**src/rtl/posit_pkg.sv**
```systemverilog
// Shared definitions for the posit packing datapath: default widths,
// special-value patterns, the stage-1 payload record and the rounding-mode
// type. Widths of the payload record follow POSIT_N, so a different posit
// width is selected by changing the constants here.
package posit_pkg;

  localparam int POSIT_N  = 8;
  localparam int POSIT_ES = 3;

  // Only round-to-nearest-even exists today; the encoding leaves room for more.
  typedef enum logic [1:0] {
    RND_RNE = 2'd0
  } round_mode_e;

  // Everything stage 2 needs to round and pack one result.
  typedef struct packed {
    logic               sign;
    logic               nar;
    logic               zero;
    logic               sat_hi;
    logic               sat_lo;
    logic [POSIT_N-2:0] kept;
    logic               guard;
    logic               sticky;
  } s1_payload_t;

  // Largest positive posit: 0 followed by all ones.
  function automatic logic [POSIT_N-1:0] posit_maxpos();
    return {1'b0, {(POSIT_N-1){1'b1}}};
  endfunction

  // Smallest positive posit: all zeros except the lsb.
  function automatic logic [POSIT_N-1:0] posit_minpos();
    return {{(POSIT_N-1){1'b0}}, 1'b1};
  endfunction

  // Not-a-Real: 1 followed by all zeros.
  function automatic logic [POSIT_N-1:0] posit_nar();
    return {1'b1, {(POSIT_N-1){1'b0}}};
  endfunction

endpackage

```
**src/rtl/posit_pack_round_if.sv**
```systemverilog
// Handshake bundle for the posit packing stage: decoded result in,
// encoded posit out, each side with its own valid/ready pair.
interface posit_pack_round_if #(
  parameter int N  = 8,
  parameter int ES = 3,
  parameter int RS = $clog2(N),
  parameter int FW = N
);

  logic                 in_valid;
  logic                 in_ready;
  logic                 in_sign;
  logic                 in_zero;
  logic                 in_nar;
  logic signed [RS:0]   in_regime;
  logic [ES-1:0]        in_exp;
  logic [FW-1:0]        in_frac;
  logic                 in_sticky;
  logic                 out_valid;
  logic                 out_ready;
  logic [N-1:0]         out_posit;

  // Producer of decoded results / consumer of posits.
  modport master (
    output in_valid, in_sign, in_zero, in_nar, in_regime, in_exp, in_frac,
           in_sticky, out_ready,
    input  in_ready, out_valid, out_posit
  );

  // The packing stage itself.
  modport slave (
    input  in_valid, in_sign, in_zero, in_nar, in_regime, in_exp, in_frac,
           in_sticky, out_ready,
    output in_ready, out_valid, out_posit
  );

endinterface

```
**src/rtl/posit_regime_gen.sv**
```systemverilog
// Combinational regime generator: turns a signed regime value k into the
// left-aligned regime run (k>=0: k+1 ones then 0, k<0: -k zeros then 1),
// its length including the terminator, and the saturation flags.
// k is widened by one bit before negation so the most negative k is safe.
module posit_regime_gen #(
  parameter int N  = 8,
  parameter int RS = $clog2(N)
) (
  input  logic signed [RS:0]   k,
  output logic [N-1:0]         regime_str,
  output logic [RS+1:0]        regime_len,
  output logic                 sat_hi,
  output logic                 sat_lo
);

  localparam int KW = RS + 2;
  localparam logic signed [KW-1:0] K_HI = KW'(N - 2);
  localparam logic signed [KW-1:0] K_LO = KW'(-(N - 1));

  logic signed [KW-1:0] k_ext;
  logic                 k_neg;
  logic [KW-1:0]        k_mag;
  logic [KW-1:0]        run;

  assign k_ext = {k[RS], k};
  assign k_neg = k_ext[KW-1];
  assign k_mag = k_neg ? $unsigned(-k_ext) : $unsigned(k_ext);

  // Number of identical leading bits before the terminating bit.
  assign run        = k_neg ? k_mag : k_mag + 1'b1;
  assign regime_len = run + 1'b1;

  // Bit at position gi (counted from the msb): run bits, terminator, then zeros.
  genvar gi;
  generate
    for (gi = 0; gi < N; gi++) begin : g_regime_bit
      localparam logic [KW-1:0] POS = KW'(gi);
      assign regime_str[N-1-gi] = (POS < run) ? !k_neg :
                                  (POS == run) ? k_neg : 1'b0;
    end
  endgenerate

  assign sat_hi = (k_ext >= K_HI);
  assign sat_lo = (k_ext <= K_LO);

endmodule

```
**src/rtl/posit_pack_round.sv**
```systemverilog
// Two-stage elastic posit encoder. Stage 1 builds the regime/exponent/
// fraction body and splits it into kept bits, guard and sticky; stage 2
// rounds to nearest even, clamps to maxpos/minpos, applies the zero/NaR
// specials and negates for negative results.
// Optional build macro POSIT_PACK_STATS_EN adds saturating 16-bit counters
// of rounded-up and clamped posits leaving the block.
module posit_pack_round
  import posit_pkg::*;
#(
  parameter int N  = POSIT_N,
  parameter int ES = POSIT_ES,
  parameter int RS = $clog2(N),
  parameter int FW = N
) (
  input  logic               clk,
  input  logic               reset,
`ifdef POSIT_PACK_STATS_EN
  output logic [15:0]        stat_round_up,
  output logic [15:0]        stat_saturate,
`endif
  posit_pack_round_if.slave  bus
);

  // Body field: widest unsaturated regime plus exponent and fraction, so
  // nothing is lost before the sticky reduction.
  localparam int FIELD_W = N + ES + FW;
  localparam round_mode_e RMODE = RND_RNE;
  localparam logic [N-1:0] MAXPOS = posit_maxpos();
  localparam logic [N-1:0] MINPOS = posit_minpos();
  localparam logic [N-1:0] NAR    = posit_nar();

  // ---------------- handshake ----------------
  logic s1_valid_reg;
  logic out_valid_reg;
  logic s2_load;
  logic s1_load;

  assign s2_load      = !out_valid_reg || bus.out_ready;
  assign s1_load      = !s1_valid_reg || s2_load;
  assign bus.in_ready = s1_load;
  assign bus.out_valid = out_valid_reg;

  // ---------------- stage 1: build ----------------
  logic [N-1:0]       regime_str;
  logic [RS+1:0]      regime_len;
  logic               sat_hi_c;
  logic               sat_lo_c;
  logic [FIELD_W-1:0] field_src;
  logic [FIELD_W-1:0] field;
  s1_payload_t        s1_next;
  s1_payload_t        s1_reg;

  posit_regime_gen #(.N(N), .RS(RS)) u_regime (
    .k          (bus.in_regime),
    .regime_str (regime_str),
    .regime_len (regime_len),
    .sat_hi     (sat_hi_c),
    .sat_lo     (sat_lo_c)
  );

  // Exponent and fraction follow directly after the regime terminator.
  assign field_src = {bus.in_exp, bus.in_frac, {N{1'b0}}};
  assign field     = (field_src >> regime_len) | {regime_str, {(ES+FW){1'b0}}};

  // Split the body into the N-1 kept bits, guard bit and sticky.
  always_comb begin
    s1_next        = '0;
    s1_next.sign   = bus.in_sign;
    s1_next.nar    = bus.in_nar;
    s1_next.zero   = bus.in_zero;
    s1_next.sat_hi = sat_hi_c;
    s1_next.sat_lo = sat_lo_c;
    s1_next.kept   = field[FIELD_W-1 -: N-1];
    s1_next.guard  = field[FIELD_W-N];
    s1_next.sticky = (|field[FIELD_W-N-1:0]) | bus.in_sticky;
  end

  // Stage 1 register: accepts a new result whenever it is empty or draining.
  always_ff @(posedge clk) begin
    if (reset) begin
      s1_valid_reg <= 1'b0;
    end else if (s1_load) begin
      s1_valid_reg <= bus.in_valid;
      if (bus.in_valid) begin
        s1_reg <= s1_next;
      end
    end
  end

  // ---------------- stage 2: round and pack ----------------
  logic         rnd_inc;
  logic [N-1:0] sum;
  logic         carry;
  logic [N-1:0] mag;
  logic [N-1:0] posit_next;
  logic [N-1:0] out_posit_reg;

  // Round the kept bits, clamp, then apply specials and sign.
  always_comb begin
    rnd_inc    = 1'b0;
    mag        = '0;
    posit_next = '0;
    case (RMODE)
      RND_RNE: rnd_inc = s1_reg.guard && (s1_reg.sticky || s1_reg.kept[0]);
      default: rnd_inc = s1_reg.guard && (s1_reg.sticky || s1_reg.kept[0]);
    endcase
    sum   = {1'b0, s1_reg.kept} + {{(N-1){1'b0}}, rnd_inc};
    carry = sum[N-1];
    if (s1_reg.sat_hi) begin
      mag = MAXPOS;
    end else if (s1_reg.sat_lo) begin
      mag = MINPOS;
    end else if (carry) begin
      mag = MAXPOS;
    end else begin
      mag = sum;
    end
    if (s1_reg.nar) begin
      posit_next = NAR;
    end else if (s1_reg.zero) begin
      posit_next = '0;
    end else begin
      posit_next = s1_reg.sign ? -mag : mag;
    end
  end

  // Output register: holds its payload while the consumer stalls.
  always_ff @(posedge clk) begin
    if (reset) begin
      out_valid_reg <= 1'b0;
      out_posit_reg <= '0;
    end else if (s2_load) begin
      out_valid_reg <= s1_valid_reg;
      if (s1_valid_reg) begin
        out_posit_reg <= posit_next;
      end
    end
  end

  assign bus.out_posit = out_posit_reg;

`ifdef POSIT_PACK_STATS_EN
  logic         normal_c;
  logic         round_up_next;
  logic         clamp_next;
  logic         round_up_reg;
  logic         clamp_reg;
  logic [15:0]  round_up_cnt_reg;
  logic [15:0]  saturate_cnt_reg;

  // Classify the posit being packed: plain round-up versus clamped.
  always_comb begin
    normal_c      = !s1_reg.nar && !s1_reg.zero;
    round_up_next = normal_c && !s1_reg.sat_hi && !s1_reg.sat_lo && rnd_inc && !carry;
    clamp_next    = normal_c && (s1_reg.sat_hi || s1_reg.sat_lo || carry);
  end

  // Flags travel alongside the output payload; counters saturate at all ones.
  always_ff @(posedge clk) begin
    if (reset) begin
      round_up_reg     <= 1'b0;
      clamp_reg        <= 1'b0;
      round_up_cnt_reg <= '0;
      saturate_cnt_reg <= '0;
    end else begin
      if (s2_load && s1_valid_reg) begin
        round_up_reg <= round_up_next;
        clamp_reg    <= clamp_next;
      end
      if (out_valid_reg && bus.out_ready) begin
        if (round_up_reg && (round_up_cnt_reg != 16'hFFFF)) begin
          round_up_cnt_reg <= round_up_cnt_reg + 16'd1;
        end
        if (clamp_reg && (saturate_cnt_reg != 16'hFFFF)) begin
          saturate_cnt_reg <= saturate_cnt_reg + 16'd1;
        end
      end
    end
  end

  assign stat_round_up = round_up_cnt_reg;
  assign stat_saturate = saturate_cnt_reg;
`endif

endmodule

```
**src/flat_wrapper.sv**
```systemverilog
// flat-port wrapper written by rule: the top's interface ports become plain ports
module posit_pack_round_flat import posit_pkg::*;
#(
  parameter int N  = POSIT_N,
  parameter int ES = POSIT_ES,
  parameter int RS = $clog2(N),
  parameter int FW = N
)
  (clk, reset, bus_in_valid, bus_in_sign, bus_in_zero, bus_in_nar, bus_in_regime, bus_in_exp, bus_in_frac, bus_in_sticky, bus_out_ready, bus_in_ready, bus_out_valid, bus_out_posit);
  posit_pack_round_if #(.N(N), .ES(ES), .RS(RS), .FW(FW)) bus_i ();
  input  logic clk;
  input  logic reset;
  input wire logic [$bits(bus_i.in_valid)-1:0] bus_in_valid;
  input wire logic [$bits(bus_i.in_sign)-1:0] bus_in_sign;
  input wire logic [$bits(bus_i.in_zero)-1:0] bus_in_zero;
  input wire logic [$bits(bus_i.in_nar)-1:0] bus_in_nar;
  input wire logic [$bits(bus_i.in_regime)-1:0] bus_in_regime;
  input wire logic [$bits(bus_i.in_exp)-1:0] bus_in_exp;
  input wire logic [$bits(bus_i.in_frac)-1:0] bus_in_frac;
  input wire logic [$bits(bus_i.in_sticky)-1:0] bus_in_sticky;
  input wire logic [$bits(bus_i.out_ready)-1:0] bus_out_ready;
  output wire logic [$bits(bus_i.in_ready)-1:0] bus_in_ready;
  output wire logic [$bits(bus_i.out_valid)-1:0] bus_out_valid;
  output wire logic [$bits(bus_i.out_posit)-1:0] bus_out_posit;
  assign bus_i.in_valid = bus_in_valid;
  assign bus_i.in_sign = bus_in_sign;
  assign bus_i.in_zero = bus_in_zero;
  assign bus_i.in_nar = bus_in_nar;
  assign bus_i.in_regime = bus_in_regime;
  assign bus_i.in_exp = bus_in_exp;
  assign bus_i.in_frac = bus_in_frac;
  assign bus_i.in_sticky = bus_in_sticky;
  assign bus_i.out_ready = bus_out_ready;
  assign bus_in_ready = bus_i.in_ready;
  assign bus_out_valid = bus_i.out_valid;
  assign bus_out_posit = bus_i.out_posit;
  posit_pack_round #(.N(N), .ES(ES), .RS(RS), .FW(FW)) u_core (.clk(clk), .reset(reset), .bus(bus_i));
endmodule
```
**config.mk**
```make
export PLATFORM = sky130hd
export DESIGN_NAME = posit_pack_round_flat
export DESIGN_NICKNAME = d
export VERILOG_FILES = /design/src/rtl/posit_pkg.sv /design/src/rtl/posit_pack_round_if.sv /design/src/rtl/posit_regime_gen.sv /design/src/rtl/posit_pack_round.sv /design/src/flat_wrapper.sv
export SDC_FILE = /design/constraint.sdc
export NUM_CORES = 1
export LEC_CHECK = 0
export CAP_MARGIN = 5
export CORE_MARGIN = 5
export CORE_UTILIZATION = 35
export CTS_BUF_LIST = sky130_fd_sc_hd__clkbuf_16
export CTS_CLUSTER_SIZE = 14
export DETAILED_ROUTE_END_ITERATION = 16
export PLACE_DENSITY = 0.64
export SETUP_SLACK_MARGIN = 0.3
export SLEW_MARGIN = 10
export SYNTH_ARGS = -nofsm -noshare
export SYNTH_HDL_FRONTEND = slang
export SYNTH_HIERARCHICAL = 1
export SYNTH_SLANG_ARGS = --single-unit
```
**constraint.sdc**
```tcl
create_clock -name clk -period 7.9 [get_ports clk]
set_input_delay 0.79 -clock clk [delete_from_list [all_inputs] [get_ports clk]]
set_output_delay 0.79 -clock clk [all_outputs]
set_load 0.01 [all_outputs]
```
==> metrics.csv, run 1 <==
metric,value,unit
ys_top_cells_by_area,"edfxtp_1, dfxtp_1, ha_1",
die_area,7860,µm²
p_leak,1.01,nW
end_kind,flop,
min_path_type,reg -> reg,
cts_setup_buffers,0,
cts_buffers,3,
yosys.area.top_type,edfxtp_1,
fin_crit_sh,62.7,%
critical_path_class,in -> reg,
vias,1988,
postPlaceCellArea,2530,µm²
final_nets,322,
ys_seq_area_share,28.7,%
final.setup.worst_slack,2.94,ns
synth_xor_area_share,6.47,%
drt-total-wl,5.03,mm
synth_top_family_by_area,compound AO/OA/AOI/OAI gates,
powerDensity,146,nW/µm²
core-area,5960,µm²
drtAntennaViolNets,0,
antenna_found_initial,0,
syn_area,2170,µm²
worst_pin_slew,0.869,ns
layout_commonest_cell,clkdlybuf4s50_1,
cts_sinks,24,
dpl.hpwl,3.90,mm
avgSynthCellArea,8.43,µm²
synthSimpleGateAreaFrac,23.1,%
yosys_warnings,6,
synth_edf_count,14,
rsz0062_at_grt,false,
drv_cap,0,
ys_ff_latch,24,
crit_path_start_kind,input port,
layout_min_cycle_time,4.96,ns
die_y,88.7,µm
drc_errors,0,
status,finished clean,
grt_pass1_wl,8.40,mm
drtIter0Drc,115,
crit_arrival,4.95,ns
synth_fa_ha_area_share,6.35,%
htree_num_levels,1,
start_util,36.4,%
rows,28,
cp.required,7.90,ns
slew_headroom,41.7,%
finalWeightedCongestion,0.921,
stdcell_area,2610,µm²
critPathMostFrequentCell,o21ai_0,
final_util,43.9,%
hold_depth,2,
first_pass_iters,5,
viasPerCell,5.49,
fin_tns_setup,0,ns
die_x,88.7,µm
stdcell_count,362,
synth_ff_type,edfxtp_1,
port_buffers,32,
synthMuxAreaShare,4.79,%
r2r_cells,12,
slowest_stage,xnor2_1,
n_antenna_cell,0,
ys_async_sr_fraction,0,%
fmax,202,MHz
syn_nets,291,
cts_tree,yes,
hold_viol,0,
syn_inst,257,
fin_skew,0.00248,ns
pin_count,33,
first_global_vias,1851,
grt_max_degree,21,
grt-ovfl-total,0,
finalSetupViolCount,0,
synthDistinctLibCells,58,
slew_viol_final,0,
critPathMaxStageDelay,0.71,ns
largest_register_ffs,14,
clkTransAtPathRegs,0.06,ns
place_inst,358,
post-place-ws,2.72,ns
wire_per_inst,13.9,µm
synth_compound_area_share,25.9,%
crit_chain,clkdlybuf4s50_1 -> clkinv_1 -> ha_1 -> nand2_1 -> o21ai_0 -> ha_1 -> xor2_1 -> nor2_1 -> a21o_1 -> xnor2_1 -> inv_1 -> o21ai_0 -> nand3_1 -> nor4_1 -> o21ai_0,
final_cell_mix,"clkdlybuf4s50_1, nor2_1, nand2_1",
synth.top_cell.area_share,19.4,%
grt_usage,13.1,%
cts-root-buf,clkbuf_16,
cts_buffer_depth,2,
ir_drop,0.000119,V
clock_latency,0.25,ns
cts_hold_buf,0,
layout-drive-gt1-share,6.97,%
cts_resized,0,
worstPathMaxFanout,13,
area_growth,20.6,%
-- kinds of logic (layout without fill, tap and decap cells) --
logic type	count (synthesis)	count (layout)
multiplexers	10	10
AND/OR/NAND/NOR	96	96
adder cells (fa/ha/maj)	11	11
buffers and inverters	19	49
flip-flops	24	24
AO/OA/AOI/OAI	81	81
XOR/XNOR	16	16
-- path summary, 6_finish.rpt --
check / start / end / slack (ns)
max: bus_in_regime[0] / u_core/s1_reg[0] / 2.94
min: u_core/bus.out_posit[1] / u_core/bus.out_posit[1] / 0.44
min reg2reg: u_core/bus.out_posit[1] / u_core/bus.out_posit[1] / 0.44
max reg2reg: u_core/s1_reg[2] / u_core/bus.out_posit[6] / 5.37
-- report_power, final --
group / leakage (nW) / switching [mW] / total (mW) / internal [mW]
Combinational: 0.760 / 0.0700 / 0.126 / 0.0565
Clock: 0.0385 / 0.0399 / 0.107 / 0.0675
Sequential: 0.215 / 0.00604 / 0.147 / 0.141
Total: 1.01 / 0.116 / 0.381 / 0.265
-- synthesized netlist by cell type (3+ instances only) --
cell / n
a21o_1: 8
a21oi_1: 16
a22o_1: 5
a31oi_1: 8
buf_6: 4
dfxtp_1: 10
edfxtp_1: 14
ha_1: 11
inv_1: 9
mux2_2: 3
mux2i_1: 7
nand2_1: 17
nand2b_1: 6
nand3_1: 7
nor2_1: 25
nor2b_1: 7
nor3_1: 11
nor4_1: 5
o21a_1: 3
o21ai_0: 16
o21bai_1: 3
or3_1: 3
xnor2_1: 11
xor2_1: 5
-- worst max-delay path, delay by kind of cell --
family / cells / cell delay (ns)
buffers and inverters: 3 / 1.33
xor gates and xnor gates: 2 / 0.98
adders and majority gates: 2 / 0.69
AOI/OAI and AO/OA: 4 / 0.64
and+or+nand+nor: 4 / 0.52
-- routing by layer --
| metal | global-route usage [%] | vias to the layer above | part of all wire, % | wire length [µm] |
|---|---|---|---|---|
| met1 | 17.4 | 899 | 45 | 2280 |
| li1 | - | 1027 | - | - |
| met2 | 22.7 | 60 | 49 | 2450 |
| met4 | 3.30 | 0 | 0.68 | 34 |
| met3 | 1.40 | 2 | 5.2 | 264 |
| met5 | 0 | - | 0 | 0 |
-- stage by stage --
stage	power (mW)	hold slack, ns
after floorplan	0.239	0.463
after global placement	0.274	0.432
after detailed placement	0.275	0.434
after CTS	0.385	0.443
after global routing	0.406	0.466
final	0.381	0.440
-- cell type report --
| cell class | instances | area [µm²] |
|---|---|---|
| Fill cell | 608 | 3340 |
| Multi-Input combinational cell | 214 | 1440 |
| Sequential cell | 24 | 621 |
| Timing Repair Buffer | 34 | 335 |
| Tap cell | 75 | 93.8 |
| Clock buffer | 3 | 75.1 |
| Inverter | 11 | 41.3 |
| Clock inverter | 1 | 3.75 |
Note: power is estimated with default switching activity, not from simulation.
==> run 2, diff against run 1 <==
- PLACE_DENSITY: 0.64 -> 0.66
- clock period: 7.9 -> 4.15 ns (I/O delays scaled with it)
==> run 2 against run 1 <==
  * First-iteration DRC count decreased by 15%
  * Clock skew grew 0.00075 ns
  * Critical path type unchanged
  * Sequential share of layout area is 0.72 points lower
==> metrics.csv, run 2 (synthesis gave the netlist of run 1 again) <==
metric,value,unit,change
status,finished clean,,
fin_crit_sh,85.8,%,
layout_commonest_cell,clkdlybuf4s50_1,,
start_util,36.4,%,unchanged
layout_min_cycle_time,3.56,ns,
critPathMostFrequentCell,o21ai_0,,
critPathTopFamily,compound AO/OA/AOI/OAI gates,,
crit_chain,clkdlybuf4s50_1 -> inv_1 -> ha_1 -> nand2_1 -> o21ai_0 -> ha_1 -> xor2_1 -> nor2_1 -> a21o_1 -> xnor2_2 -> buf_4 -> o21ai_0 -> o21ai_0 -> a31o_2 -> a21o_1,,
core-area,5960,µm²,unchanged
cts_setup_buffers,0,,unchanged
crit_arrival,3.57,ns,-1.38 ns
clkTransAtPathRegs,0.06,ns,about the same
fin_skew,0.00323,ns,+0.000746 ns
ir_drop,0.000210,V,+76%
first_global_vias,1874,,+1.2%
cts-root-buf,clkbuf_16,,
grt-ovfl-total,0,,unchanged
slowest_stage,clkdlybuf4s50_1,,
critPathMaxStageDelay,0.58,ns,-0.13 ns
vias,2033,,+2.3%
area_growth,24.4,%,
first_pass_iters,4,,-1
die_area,7860,µm²,unchanged
die_x,88.7,µm,unchanged
cts_buffers,3,,unchanged
hold_viol,0,,unchanged
viasPerCell,5.51,,+0.32%
fill_cells,591,,-2.8%
grt_usage,13.2,%,+0.077 points
grt_pass1_wl,8.45,mm,+0.65%
final.setup.worst_slack,0.589,ns,-2.36 ns
use_met2,24.0,%,+1.3 points
rsz0062_at_grt,false,,
final_cell_mix,"clkdlybuf4s50_1, nor2_1, nand2_1",,
critical_path_class,in -> reg,,
cts_sinks,24,,unchanged
drv_cap,0,,unchanged
largest_register_ffs,14,,unchanged
finalSetupViolCount,0,,unchanged
cts_buffer_depth,2,,unchanged
gr-usage-met3,1.12,%,-0.28 points
final_util,45.2,%,+1.4 points
drtAntennaViolNets,0,,unchanged
port_buffers,32,,unchanged
crit_path_start_kind,input port,,
htree_num_levels,1,,unchanged
fin_tns_setup,0,ns,unchanged
path_buf_inv,3,,unchanged
grt_busiest_layer,met2,,
layout-drive-gt1-share,9.86,%,+2.9 points
antenna_found_initial,0,,unchanged
powerDensity,290,nW/µm²,+99%
die_y,88.7,µm,unchanged
end_kind,flop,,
use_met1,16.8,%,-0.62 points
final_nets,329,,+2.2%
dpl.hpwl,4.05,mm,+3.8%
drtIter0Drc,98,,-15%
slew_viol_final,0,,unchanged
post-place-ws,0.241,ns,-2.48 ns
worstPathMaxFanout,8,,-5
drc_errors,0,,unchanged
finalWeightedCongestion,0.908,,-1.4%
p_leak,1.06,nW,+4.8%
clock_latency,0.25,ns,about the same
place_inst,365,,+2.0%
cts_tree,yes,,
wire_per_inst,14.1,µm,+1.2%
drt-total-wl,5.19,mm,+3.1%
min_path_type,reg -> reg,,
rows,28,,unchanged
grt_max_degree,19,,-9.5%
pin_count,33,,unchanged
worst_pin_slew,0.553,ns,-0.316 ns
p_total,781,µW,+100%
fmax,281,MHz,
n_antenna_cell,0,,unchanged
cp.required,4.16,ns,-3.74 ns
slew_headroom,62.8,%,+21 points
stdcell_count,369,,+1.9%
[run 2: cell count changes in the layout (fill, tap and decap cells not counted)]
cell and delta:
xnor2_1 -1, buf_4 +7, xnor2_2 +1, clkbuf_16 +1
clkinv_1 -1
[run 2: power breakdown]
part / leakage (nW) / internal, mW / switching (mW) / total, mW
Clock: 0.0493 / 0.167 / 0.0796 / 0.247
Combinational: 0.798 / 0.116 / 0.138 / 0.254
Sequential: 0.215 / 0.269 / 0.0116 / 0.281
[run 2: layer usage]
layer,vias to the layer above,part of all wire [%]
met4,0,0.98
li1,1045,-
met1,935,45
met2,49,50
met3,4,3.6
met5,-,0
[run 2: final timing paths]
check	start	endpoint	slack (ns)	cells after the start
setup / recovery	bus_in_regime[1]	u_core/s1_reg[2]	0.59	15
hold / removal	u_core/bus.out_posit[1]	u_core/bus.out_posit[1]	0.44	2
setup reg to reg	u_core/s1_reg[2]	u_core/bus.out_posit[6]	1.55	12
hold reg to reg	u_core/bus.out_posit[1]	u_core/bus.out_posit[1]	0.44	2
[run 2: what timing repair did]
| action | CTS | global route |
|---|---|---|
| gates resized for setup | 0 | 1 |
| hold buffers | 0 | 0 |
| hold endpoints to repair | 0 | 0 |
| endpoints found under the setup margin | 0 | 2 |
[run 2: per-stage QoR]
stage / instance area, µm² / hold WS [ns]
4_1_cts: 2690 / 0.444
2_1_floorplan: 2170 / 0.463
6_report: 2690 / 0.441
5_1_grt: 2690 / 0.468
3_5_place_dp: 2590 / 0.435
3_3_place_gp: 2590 / 0.433
[run 2: cell type report]
| cell class | instances | area (µm²) | share of cell area [%] |
|---|---|---|---|
| Timing Repair Buffer | 41 | 388 | 14.4 |
| Sequential cell | 24 | 621 | 23.0 |
| Clock buffer | 4 | 100 | 3.72 |
| Inverter | 11 | 41.3 | 1.53 |
| Tap cell | 75 | 93.8 | 3.48 |
| Multi-Input combinational cell | 214 | 1450 | 53.8 |
[run 2: worst register-to-register path, cell delays in order (launching register included)]
cell and delay [ns]:
edfxtp_1 0.39, o21a_1 0.18, ha_1 0.25, and3_4 0.22, and4_2 0.27, nor2_1 0.09
nor2_1 0.06, nor2_1 0.13, ha_1 0.18, nand2_1 0.08, o41ai_2 0.35, xnor2_1 0.10
a22o_1 0.19
==> run 3, diff against run 2 <==
- PLACE_DENSITY: 0.66 -> 0.64
==> run 3 against run 2 <==
  * Hold slack improved by 0.015 ns
  * Register-to-register slack improved by 0.04 ns
  * First-iteration DRC count fell by 9.2%
  * Global-route usage shrank 0.32 points
  * Wire length decreased by 1.3%
  * Highest routed layer unchanged
  * Clock power is essentially flat
  * Design area rose by 0.70%
  * Clock-buffer cell count unchanged
  * Power is 0.71% higher
  * Final cell count up 0.27%
  * Fmax grew 5.7%
  * Sequential share of layout area fell by 0.16 points
==> metrics.csv, run 3 (synthesis gave the netlist of run 1 again) <==
metric,value,unit,change
status,finished clean,,
cts_tree,yes,,
pin_count,33,,unchanged
place_inst,366,,+0.27%
final.setup.worst_slack,0.782,ns,+0.194 ns
first_pass_iters,4,,unchanged
grt_usage,12.9,%,-0.32 points
cts_setup_buffers,0,,unchanged
slew_headroom,55.6,%,-7.3 points
min_path_type,reg -> reg,,
stdcell_count,370,,+0.27%
p_switching,231,µW,+0.98%
fin_skew,0.00400,ns,+0.000771 ns
cts_buffer_depth,2,,unchanged
drtIter0Drc,89,,-9.2%
antenna_found_initial,0,,unchanged
ir_drop,0.000272,V,+30%
fin_crit_sh,81.2,%,-4.7 points
cp.required,4.15,ns,about the same
finalWeightedCongestion,0.908,,about the same
die_area,7860,µm²,unchanged
pwr-share-seq,35.7,%,-0.2 points
critical_path_class,in -> reg,,
reg2reg_slack,1.59,ns,+0.04 ns
die_y,88.7,µm,unchanged
core-area,5960,µm²,unchanged
slew_viol_final,0,,unchanged
htree_num_levels,1,,unchanged
post-place-ws,0.262,ns,+0.0209 ns
finalSetupViolCount,0,,unchanged
vias,2029,,-0.20%
cts_sinks,24,,unchanged
layout_commonest_cell,clkdlybuf4s50_1,,
hold_viol,0,,unchanged
port_buffers,32,,unchanged
layout_min_cycle_time,3.37,ns,-0.194 ns
largest_register_ffs,14,,unchanged
wire_per_inst,13.8,µm,-1.6%
crit_path_start_kind,input port,,
viasPerCell,5.48,,-0.47%
cts-root-buf,clkbuf_16,,
combPwrFrac,32.8,%,+0.3 points
area_growth,25.2,%,
switching_share,29.4,%,+0.078 points
clkTransAtPathRegs,0.06,ns,about the same
end_kind,flop,,
drv_cap,0,,unchanged
fmax,297,MHz,+5.7%
powerDensity,290,nW/µm²,about the same
drt-total-wl,5.12,mm,-1.3%
n_antenna_cell,0,,unchanged
worstPathMaxFanout,10,,+2
clock_latency,0.26,ns,about the same
worst_pin_slew,0.662,ns,+0.109 ns
final_nets,330,,+0.30%
grt_pass1_wl,8.34,mm,-1.4%
drc_errors,0,,unchanged
first_global_vias,1840,,-1.8%
drtAntennaViolNets,0,,unchanged
start_util,36.4,%,unchanged
layout-drive-gt1-share,10.2,%,+0.31 points
rows,28,,unchanged
rsz0062_at_grt,false,,
fin_tns_setup,0,ns,unchanged
final_cell_mix,"clkdlybuf4s50_1, nor2_1, nand2_1",,
p_int,556,µW,+0.60%
fill_cells,570,,-3.6%
pwr-share-clk,31.6,%,about the same
cts_buffers,3,,unchanged
dpl.hpwl,3.91,mm,-3.5%
die_x,88.7,µm,unchanged
p_leak,1.07,nW,+0.59%
crit_arrival,3.37,ns,-0.20 ns
grt-ovfl-total,0,,unchanged
grt_max_degree,19,,unchanged
## run 3: area by class of cell
type / instances / area, µm² / share of cell area (%)
Multi-Input combinational cell: 214 / 1460 / 53.9
Sequential cell: 24 / 621 / 22.9
Timing Repair Buffer: 42 / 395 / 14.6
Clock buffer: 4 / 100 / 3.69
Tap cell: 75 / 93.8 / 3.46
Inverter: 11 / 41.3 / 1.52
## run 3: worst paths after layout
path,start,endpoint,depth (start not counted)
setup / recovery,bus_in_regime[1],u_core/s1_reg[0],15
hold / removal,u_core/bus.out_posit[1],u_core/bus.out_posit[1],2
setup reg to reg,u_core/s1_reg[2],u_core/bus.out_posit[6],12
hold reg to reg,u_core/bus.out_posit[1],u_core/bus.out_posit[1],2
## run 3: routing by layer
metal  track usage [%]  routed length (µm)  vias up
met2              22.1                2470       55
met1              17.2                2350      922
met4              3.43                  76        0
li1                  -                   -     1046
met3              1.21                 215        6
met5                 0                   0        -
## run 3: through the flow
stage / hold WS (ns) / area [µm²] / power (mW) / util (%)
final: 0.455 / 2710 / 0.787 / 45.5
after global routing: 0.489 / 2710 / 0.827 / 45.5
after global placement: 0.431 / 2590 / 0.532 / 43.6
after detailed placement: 0.448 / 2590 / 0.532 / 43.6
after floorplan: 0.463 / 2170 / 0.455 / -
after CTS: 0.458 / 2690 / 0.781 / 45.2
## run 3: power groups by stage
stage                     combinational, mW  clock, mW  sequential, mW
after CTS                             0.249      0.252           0.280
final                                 0.258      0.248           0.281
after global routing                  0.285      0.260           0.282
after global placement                0.247          0           0.285
after detailed placement              0.246          0           0.285
after floorplan                       0.171          0           0.284
## run 3: what timing repair did
item | 4_1_cts | 5_1_grt
gates resized for setup | 0 | 2
hold buffers | 0 | 0
setup endpoints to repair | 0 | 2
## run 3: critical path, cell delays in order
cell and delay, ns:
clkdlybuf4s50_1 0.47, inv_1 0.08, ha_1 0.34, nand2_1 0.08
o21ai_0 0.08, ha_1 0.25, xor2_1 0.28, nor2_1 0.07
a21o_1 0.23, xnor2_4 0.30, nor2_1 0.09, a31oi_1 0.13
o21ai_0 0.13, nor4_1 0.28, o21ai_0 0.13
